===== src/rtl/regfile_wr_arbiter_if.sv =====
// Write-port arbitration bundle: requester handshakes, registered register-file
// write port, hazard-check ports and status.
interface regfile_wr_arbiter_if #(
  parameter int DATA_W     = 32,
  parameter int ADDR_W     = 5,
  parameter int NUM_REQ    = 3,
  parameter int READ_PORTS = 2,
  parameter int GIDX_W     = $clog2(NUM_REQ)
);
  logic [NUM_REQ-1:0]                req_valid;
  logic [NUM_REQ-1:0]                req_ready;
  logic [NUM_REQ-1:0][ADDR_W-1:0]    req_addr;
  logic [NUM_REQ-1:0][DATA_W-1:0]    req_data;
  logic                              rf_wren;
  logic [ADDR_W-1:0]                 rf_wraddr;
  logic [DATA_W-1:0]                 rf_data_in;
  logic [READ_PORTS-1:0][ADDR_W-1:0] chk_addr;
  logic [READ_PORTS-1:0]             chk_busy;
  logic [GIDX_W-1:0]                 grant_idx;
  logic                              idle;

  modport master (
    output req_valid, req_addr, req_data, chk_addr,
    input  req_ready, rf_wren, rf_wraddr, rf_data_in, chk_busy, grant_idx, idle
  );

  modport slave (
    input  req_valid, req_addr, req_data, chk_addr,
    output req_ready, rf_wren, rf_wraddr, rf_data_in, chk_busy, grant_idx, idle
  );
endinterface


===== src/rtl/regfile_wr_arbiter.sv =====
// Round-robin arbiter sharing one register-file write port; one registered stage,
// so acceptance-to-commit is 1 cycle; no back-pressure, one write accepted per cycle.
module regfile_wr_arbiter #(
  parameter int DATA_W     = 32,
  parameter int NUM_REGS   = 32,
  parameter int ADDR_W     = $clog2(NUM_REGS),
  parameter int NUM_REQ    = 3,
  parameter int READ_PORTS = 2,
  parameter bit ZERO_REG   = 1'b1
) (
  input logic             clk,
  input logic             rstn,
  regfile_wr_arbiter_if.slave bus
);
  localparam int GIDX_W = $clog2(NUM_REQ);

  logic [GIDX_W-1:0] rr_ptr_q, rr_ptr_d;
  logic              stage_valid_q, stage_valid_d;
  logic [ADDR_W-1:0] wraddr_q, wraddr_d;
  logic [DATA_W-1:0] wdata_q, wdata_d;
  logic [GIDX_W-1:0] grant_q, grant_d;

  logic [NUM_REQ-1:0] ready_c;
  logic [GIDX_W-1:0]  win;
  logic               found;
  logic [GIDX_W-1:0]  idx;

  // First valid requester at or after rr_ptr wins.
  always_comb begin
    ready_c = '0;
    win     = '0;
    found   = 1'b0;
    idx     = '0;
    for (int k = 0; k < NUM_REQ; k++) begin
      idx = GIDX_W'((int'(rr_ptr_q) + k) % NUM_REQ);
      if (!found && bus.req_valid[idx]) begin
        found = 1'b1;
        win   = idx;
      end
    end
    if (found && rstn) begin
      ready_c[win] = 1'b1;
    end
  end

  always_comb begin
    rr_ptr_d      = rr_ptr_q;
    stage_valid_d = 1'b0;
    wraddr_d      = wraddr_q;
    wdata_d       = wdata_q;
    grant_d       = grant_q;
    if (found) begin
      rr_ptr_d      = (win == GIDX_W'(NUM_REQ - 1)) ? '0 : win + 1'b1;
      stage_valid_d = 1'b1;
      wraddr_d      = bus.req_addr[win];
      wdata_d       = bus.req_data[win];
      grant_d       = win;
    end
  end

  always_ff @(posedge clk or negedge rstn) begin
    if (!rstn) begin
      rr_ptr_q      <= '0;
      stage_valid_q <= 1'b0;
      wraddr_q      <= '0;
      wdata_q       <= '0;
      grant_q       <= '0;
    end else begin
      rr_ptr_q      <= rr_ptr_d;
      stage_valid_q <= stage_valid_d;
      wraddr_q      <= wraddr_d;
      wdata_q       <= wdata_d;
      grant_q       <= grant_d;
    end
  end

  // Busy covers both the waiting requests and the write sitting in the stage.
  always_comb begin
    bus.chk_busy = '0;
    for (int p = 0; p < READ_PORTS; p++) begin
      if (stage_valid_q && (wraddr_q == bus.chk_addr[p])) begin
        bus.chk_busy[p] = 1'b1;
      end
      for (int i = 0; i < NUM_REQ; i++) begin
        if (bus.req_valid[i] && (bus.req_addr[i] == bus.chk_addr[p])) begin
          bus.chk_busy[p] = 1'b1;
        end
      end
      if (ZERO_REG && (bus.chk_addr[p] == '0)) begin
        bus.chk_busy[p] = 1'b0;
      end
    end
  end

  assign bus.req_ready  = ready_c;
  assign bus.rf_wren    = stage_valid_q && !(ZERO_REG && (wraddr_q == '0));
  assign bus.rf_wraddr  = wraddr_q;
  assign bus.rf_data_in = wdata_q;
  assign bus.grant_idx  = grant_q;
  assign bus.idle       = ~|bus.req_valid && !stage_valid_q;
endmodule


===== src/flat_wrapper.sv =====
// flat-port wrapper written by rule: the top's interface ports become plain ports
module regfile_wr_arbiter_flat 
#(
  parameter int DATA_W     = 32,
  parameter int NUM_REGS   = 32,
  parameter int ADDR_W     = $clog2(NUM_REGS),
  parameter int NUM_REQ    = 3,
  parameter int READ_PORTS = 2,
  parameter bit ZERO_REG   = 1'b1
)
  (clk, rstn, bus_req_valid, bus_req_addr, bus_req_data, bus_chk_addr, bus_req_ready, bus_rf_wren, bus_rf_wraddr, bus_rf_data_in, bus_chk_busy, bus_grant_idx, bus_idle);
  regfile_wr_arbiter_if #(.DATA_W(DATA_W), .ADDR_W(ADDR_W), .NUM_REQ(NUM_REQ), .READ_PORTS(READ_PORTS)) bus_i ();
  input logic clk;
  input logic rstn;
  input wire logic [$bits(bus_i.req_valid)-1:0] bus_req_valid;
  input wire logic [$bits(bus_i.req_addr)-1:0] bus_req_addr;
  input wire logic [$bits(bus_i.req_data)-1:0] bus_req_data;
  input wire logic [$bits(bus_i.chk_addr)-1:0] bus_chk_addr;
  output wire logic [$bits(bus_i.req_ready)-1:0] bus_req_ready;
  output wire logic [$bits(bus_i.rf_wren)-1:0] bus_rf_wren;
  output wire logic [$bits(bus_i.rf_wraddr)-1:0] bus_rf_wraddr;
  output wire logic [$bits(bus_i.rf_data_in)-1:0] bus_rf_data_in;
  output wire logic [$bits(bus_i.chk_busy)-1:0] bus_chk_busy;
  output wire logic [$bits(bus_i.grant_idx)-1:0] bus_grant_idx;
  output wire logic [$bits(bus_i.idle)-1:0] bus_idle;
  assign bus_i.req_valid = bus_req_valid;
  assign bus_i.req_addr = bus_req_addr;
  assign bus_i.req_data = bus_req_data;
  assign bus_i.chk_addr = bus_chk_addr;
  assign bus_req_ready = bus_i.req_ready;
  assign bus_rf_wren = bus_i.rf_wren;
  assign bus_rf_wraddr = bus_i.rf_wraddr;
  assign bus_rf_data_in = bus_i.rf_data_in;
  assign bus_chk_busy = bus_i.chk_busy;
  assign bus_grant_idx = bus_i.grant_idx;
  assign bus_idle = bus_i.idle;
  regfile_wr_arbiter #(.DATA_W(DATA_W), .NUM_REGS(NUM_REGS), .ADDR_W(ADDR_W), .NUM_REQ(NUM_REQ), .READ_PORTS(READ_PORTS), .ZERO_REG(ZERO_REG)) u_core (.clk(clk), .rstn(rstn), .bus(bus_i));
endmodule

===== config.mk =====
export PLATFORM = sky130hd
export DESIGN_NAME = regfile_wr_arbiter_flat
export DESIGN_NICKNAME = d
export VERILOG_FILES = /design/src/rtl/regfile_wr_arbiter_if.sv /design/src/rtl/regfile_wr_arbiter.sv /design/src/flat_wrapper.sv
export SDC_FILE = /design/constraint.sdc
export NUM_CORES = 1
export LEC_CHECK = 0
export CORE_AREA = 2 2 100 102
export DETAILED_ROUTE_END_ITERATION = 6
export DIE_AREA = 0 0 102 104
export HOLD_SLACK_MARGIN = 0.03
export PLACE_DENSITY_LB_ADDON = 0.25
export SETUP_SLACK_MARGIN = 0.02
export SYNTH_ARGS = -nofsm -noshare
export SYNTH_HDL_FRONTEND = slang
export SYNTH_SLANG_ARGS = --single-unit

===== constraint.sdc =====
create_clock -name clk -period 3.2 [get_ports clk]
set_input_delay 0.32 -clock clk [delete_from_list [all_inputs] [get_ports clk]]
set_output_delay 0.32 -clock clk [all_outputs]
set_load 0.02 [all_outputs]

Yosys cells after proc, flatten, opt, wreduce, memory -nomap -nowiden --
Cells that the tools add are included.
Operators by class: add/subtract/negate cells 3, div/mod/pow operators 3, magnitude comparators 5, eq/ne operators 9, muxes and demuxes 31, reduce and logical (&&, ||, !) cells 23
Operators by type and width (number):
- 32-bit binary-select mux with 2-bit select | 1
- 32-bit by 3-bit remainder unit with 32-bit output (second input constant) | 2
- 5-bit == test | 8
- 3-bit by 3-bit remainder unit with 32-bit output (second input constant) | 1
- 32-bit two-way mux | 1
- 1-bit two-way mux | 18
- 5-bit zero test | 3
- 1-bit logical AND | 14
- 2-bit by 3-bit < comparator with 1-bit output (second input constant) | 4
- 5-bit binary-select mux with 2-bit select | 1
- 2-bit two-way mux | 4
- 1-bit binary-select mux with 2-bit select | 3
- 1-bit zero test | 5
- 5-bit two-way mux | 1
- 2-bit by 1-bit adder with 3-bit output (second input constant) | 1
- 2-bit by 2-bit adder with 3-bit output (second input constant) | 1
- 3-bit two-way mux | 1
- 3-bit OR reduction | 1
- 2-bit by 1-bit adder with 2-bit output (second input constant) | 1
- 1-bit demux with 2-bit select | 1
- 2-bit == test (second input constant) | 1
- 2-bit by 1-bit >= comparator with 1-bit output (second input constant) | 1
Storage, ports and cells: flip-flop bits (word level) 42, input port bits 126, output and inout port bits 46, logic and storage cells 79

Longest topological paths before layout --
word-level depth 15, depth in mapped cells 11, gate-level depth less buffers 8

Worst setup path after synthesis --
No wires, ideal clock.
kind reg2out, from reg u_core.rr_ptr_q[0], to out bus_req_ready[1], arrival 2.232 ns, data required time 2.880 ns, setup slack 0.648 ns, stages on the path, launching flop included 12, path buffers 3, cell sequence dfrtp_1 inv_1 ha_1 buf_2 mux2i_1 o21ai_1 a221oi_2 or2_4 clkbuf_2 buf_2 nand2_1 nor2_1
On the way: cells in the longest elaborated chain, start to end 15, elaborated cells between the ends (all ways) 28, those cells by class 2 x add/sub; 3 x div; 2 x order compare; 15 x mux; 6 x reduce/logical
Ends and longest elaborated chain:
- start, declared | RTL line regfile_wr_arbiter.sv:17 | logic [GIDX_W-1:0] rr_ptr_q, rr_ptr_d;
- start signal, assigned | RTL line regfile_wr_arbiter.sv:69 | rr_ptr_q <= rr_ptr_d;
- branches (longest 14 deep; another with 32-bit by 3-bit remainder unit with 32-bit output)
- 3-bit two-way mux * | RTL line regfile_wr_arbiter.sv:41 | if (found && rstn) begin
- end, declared | RTL line flat_wrapper.sv:19 | output wire logic [$bits(bus_i.req_ready)-1:0] bus_req_ready;
Every way passes the cells marked *. The select of a mux whose other input is x is not followed.

Worst setup path after layout --
from reg u_core.rr_ptr_q[1], to out bus_req_ready[2]
The elaborated chain is that of the path after synthesis.

==> out/qor.txt <==
Status -> finished clean
Vias post-DR -> 3363
CP arrival -> 2730 ps
Hold WC Path Type -> in -> async
Vias in the first global route -> 3396
Die width -> 102 um
Io pins -> 172
Crit path capture type -> primary output
Type of the worst setup path -> reg -> out
Detail Route Antenna Nets -> 0
Dpl cells -> 675
Largest net degree at the start of global routing -> 46
Post-synthesis sequential area ratio -> 0.334
Distinct cells, synth -> 44
RSZ-0062 raised after global routing -> false
Drt first pass iters -> 4
GP Congestion -> 0.926
YS warnings -> 0
Clk root buf -> clkbuf_8
Post-Syn Instances -> 395
TNS Setup -> 0 ps
Async S/R FF share, synth -> 1.00
Die height -> 104 um
Starting Density -> 0.329
Syn Nets -> 524
Count of input and output buffers -> 171
Slew Limit Fails -> 0
Synthesized area per cell -> 7.96 um^2
TritonCTS clock tree -> done
GRT busiest layer -> met2
Worst Skew -> 6.39 ps
Count of final setup violators -> 0
Clk sinks -> 42
Total power -> 0.00498 W
H-tree Lvls -> 2
Gr usage total -> 0.197
DP Wirelength -> 8110 um
Peak Freq -> 328 MHz
Minimum clock period -> 3050 ps
Cts bufs inserted -> 5
Number of synthesized flops with an enable pin -> 0
M2 GR Usage -> 0.339
R2R Setup Slk -> 570 ps
Mapped Area -> 0.00314 mm^2
Global Route met1 Usage -> 0.240
Post-route insts no fill -> 683
Placeable Area -> 0.00955 mm^2
Antenna diodes -> 0
Pwr/cell area -> 983 mW/mm^2
Commonest non-fill, non-tap cells in the layout -> clkdlybuf4s50_1 (168), nand2_1 (90), dfrtp_1 (42)
Std cell rows -> 36
Critical path data required time -> 2880 ps
Commonest non-fill, non-tap cell in the layout -> clkdlybuf4s50_1
Clk pin slew, worst setup/hold paths -> 80 ps
CTS Buffer Depth -> 2
P&R area growth vs syn -> 61.2%
Overflow after GRT -> 0
Final Hold Violating Endpoints -> 0
Hold WS -> 386 ps
Initial antenna violation count -> 0
Register Area -> 0.00105 mm^2
Startpoint types -> register
DR vias/cell -> 4.92
Setup bufs post-CTS -> 0
Worst rel slew slack -> 0.653
Post-layout net count -> 679
Pleak -> 2.11 nW
Final core utilization -> 0.531
Clk Latency, worst-skew pair -> 290 ps
Multi-input gate area -> 0.00187 mm^2
Yosys reg bits -> 42
First-pass GRT wire length -> 16600 um
Total Wirelength -> 10600 um
Mean routed wirelength per cell -> 15.5 um
Number of max-cap violations -> 0
Layout cells sized above 1 -> 0.0727
Predominant post-synthesis flop cell -> dfrtp_1
Fin crit share -> 0.953
Max rail drop VDD -> 0.715 mV
Drt drc -> 0
Worst Max-Slew Pin Slew -> 521 ps
Worst Path Max Fanout -> 8
Fillers -> 943
DRT iter0 DRCs -> 121
Routing usage on met3 -> 0.0605
Die footprint -> 0.0106 mm^2
-- repair_timing --
item / CTS / global route
endpoints found under the setup margin: 2 / 2
endpoints found under the hold margin: 4 / 0
hold buffers: 1 / 0
gates resized for setup: 4 / 2
-- routing by layer --
| metal | wire (um) | vias to the layer above |
|---|---|---|
| li1 | - | 1663 |
| met1 | 4460 | 1562 |
| met2 | 5080 | 127 |
| met3 | 895 | 11 |
| met4 | 144 | 0 |
| met5 | 0 | - |
-- critical path, cell delays in order (launching register included) --
cell and delay [ps]:
dfrtp_1 390, inv_1 100, ha_2 280, mux2i_2 330, nor2_1 120, o21a_1 210, or2_4 250, nor2_1 140
clkdlybuf4s50_1 630
-- power breakdown --
| part | switching, W | internal (W) | leakage [nW] |
|---|---|---|---|
| Combinational | 0.00193 | 0.00159 | 1.55 |
| Sequential | 0.000190 | 0.000839 | 0.499 |
| Clock | 0.000184 | 0.000250 | 0.0573 |
-- registers in the layout (all words and copies together) (netlist names) --
signal and count:
u_core.bus.rf_data_in 32, u_core.bus.rf_wraddr 5, u_core.bus.grant_idx 2, u_core.rr_ptr_q 2, u_core.stage_valid_q 1
-- final cells by class --
| class | instances | area share |
|---|---|---|
| multi-input cells | 302 | 0.369 |
| repair buffers | 185 | 0.358 |
| flip-flops and latches | 42 | 0.207 |
| well taps | 133 | 0.0328 |
| clock buffers | 6 | 0.0163 |
| inverters | 14 | 0.0104 |
| clock inverters | 1 | 0.00593 |
-- Yosys cell counts, drive strengths merged, types with 2 or more instances --
cell type	n	share of area
nand2	90	0.11
o21ai	58	0.094
dfrtp	42	0.33
xor2	32	0.089
and3	28	0.057
clkbuf	21	0.025
buf	16	0.035
inv	14	0.017
nor2	12	0.014
a221o	10	0.032
o211ai	10	0.024
nor4	9	0.018
nand3	8	0.013
xnor2	8	0.022
o31ai	5	0.020
mux2i	4	0.017
o21a	4	0.0096
a21oi	3	0.0060
ha	3	0.012
or4	3	0.0072
nand4	2	0.0040
-- kinds of logic after synthesis --
family / count (synthesis) / share of synthesized area
adder cells (fa/ha/maj): 4 / 0.0151
XOR/XNOR: 40 / 0.111
flip-flops: 42 / 0.334
multiplexers: 5 / 0.0215
buffers and inverters: 51 / 0.0776
AO/OA/AOI/OAI: 94 / 0.201
AND/OR/NAND/NOR: 159 / 0.239
-- metrics by stage --
| step | setup slack (ps) | area, um^2 |
|---|---|---|
| after floorplan | 648 | 3140 |
| after global placement | 193 | 4930 |
| after detailed placement | 129 | 4930 |
| after CTS | 27.7 | 5060 |
| after global routing | 30.7 | 5070 |
| final | 149 | 5070 |
-- path summary, 6_finish.rpt --
check | startpoint | end | depth (start not counted)
max | u_core.rr_ptr_q[1] | bus_req_ready[2] | 8
min | rstn | u_core.bus.rf_data_in[7] | 2
max in group asynchronous | rstn | u_core.bus.rf_data_in[14] | 3
min in group clk | u_core.bus.rf_data_in[0] | u_core.bus.rf_data_in[0] | 2
max reg2reg | u_core.rr_ptr_q[0] | u_core.bus.rf_wraddr[4] | 9
min reg2reg | u_core.bus.rf_data_in[0] | u_core.bus.rf_data_in[0] | 2
Note: power is estimated with default switching activity, not from simulation.
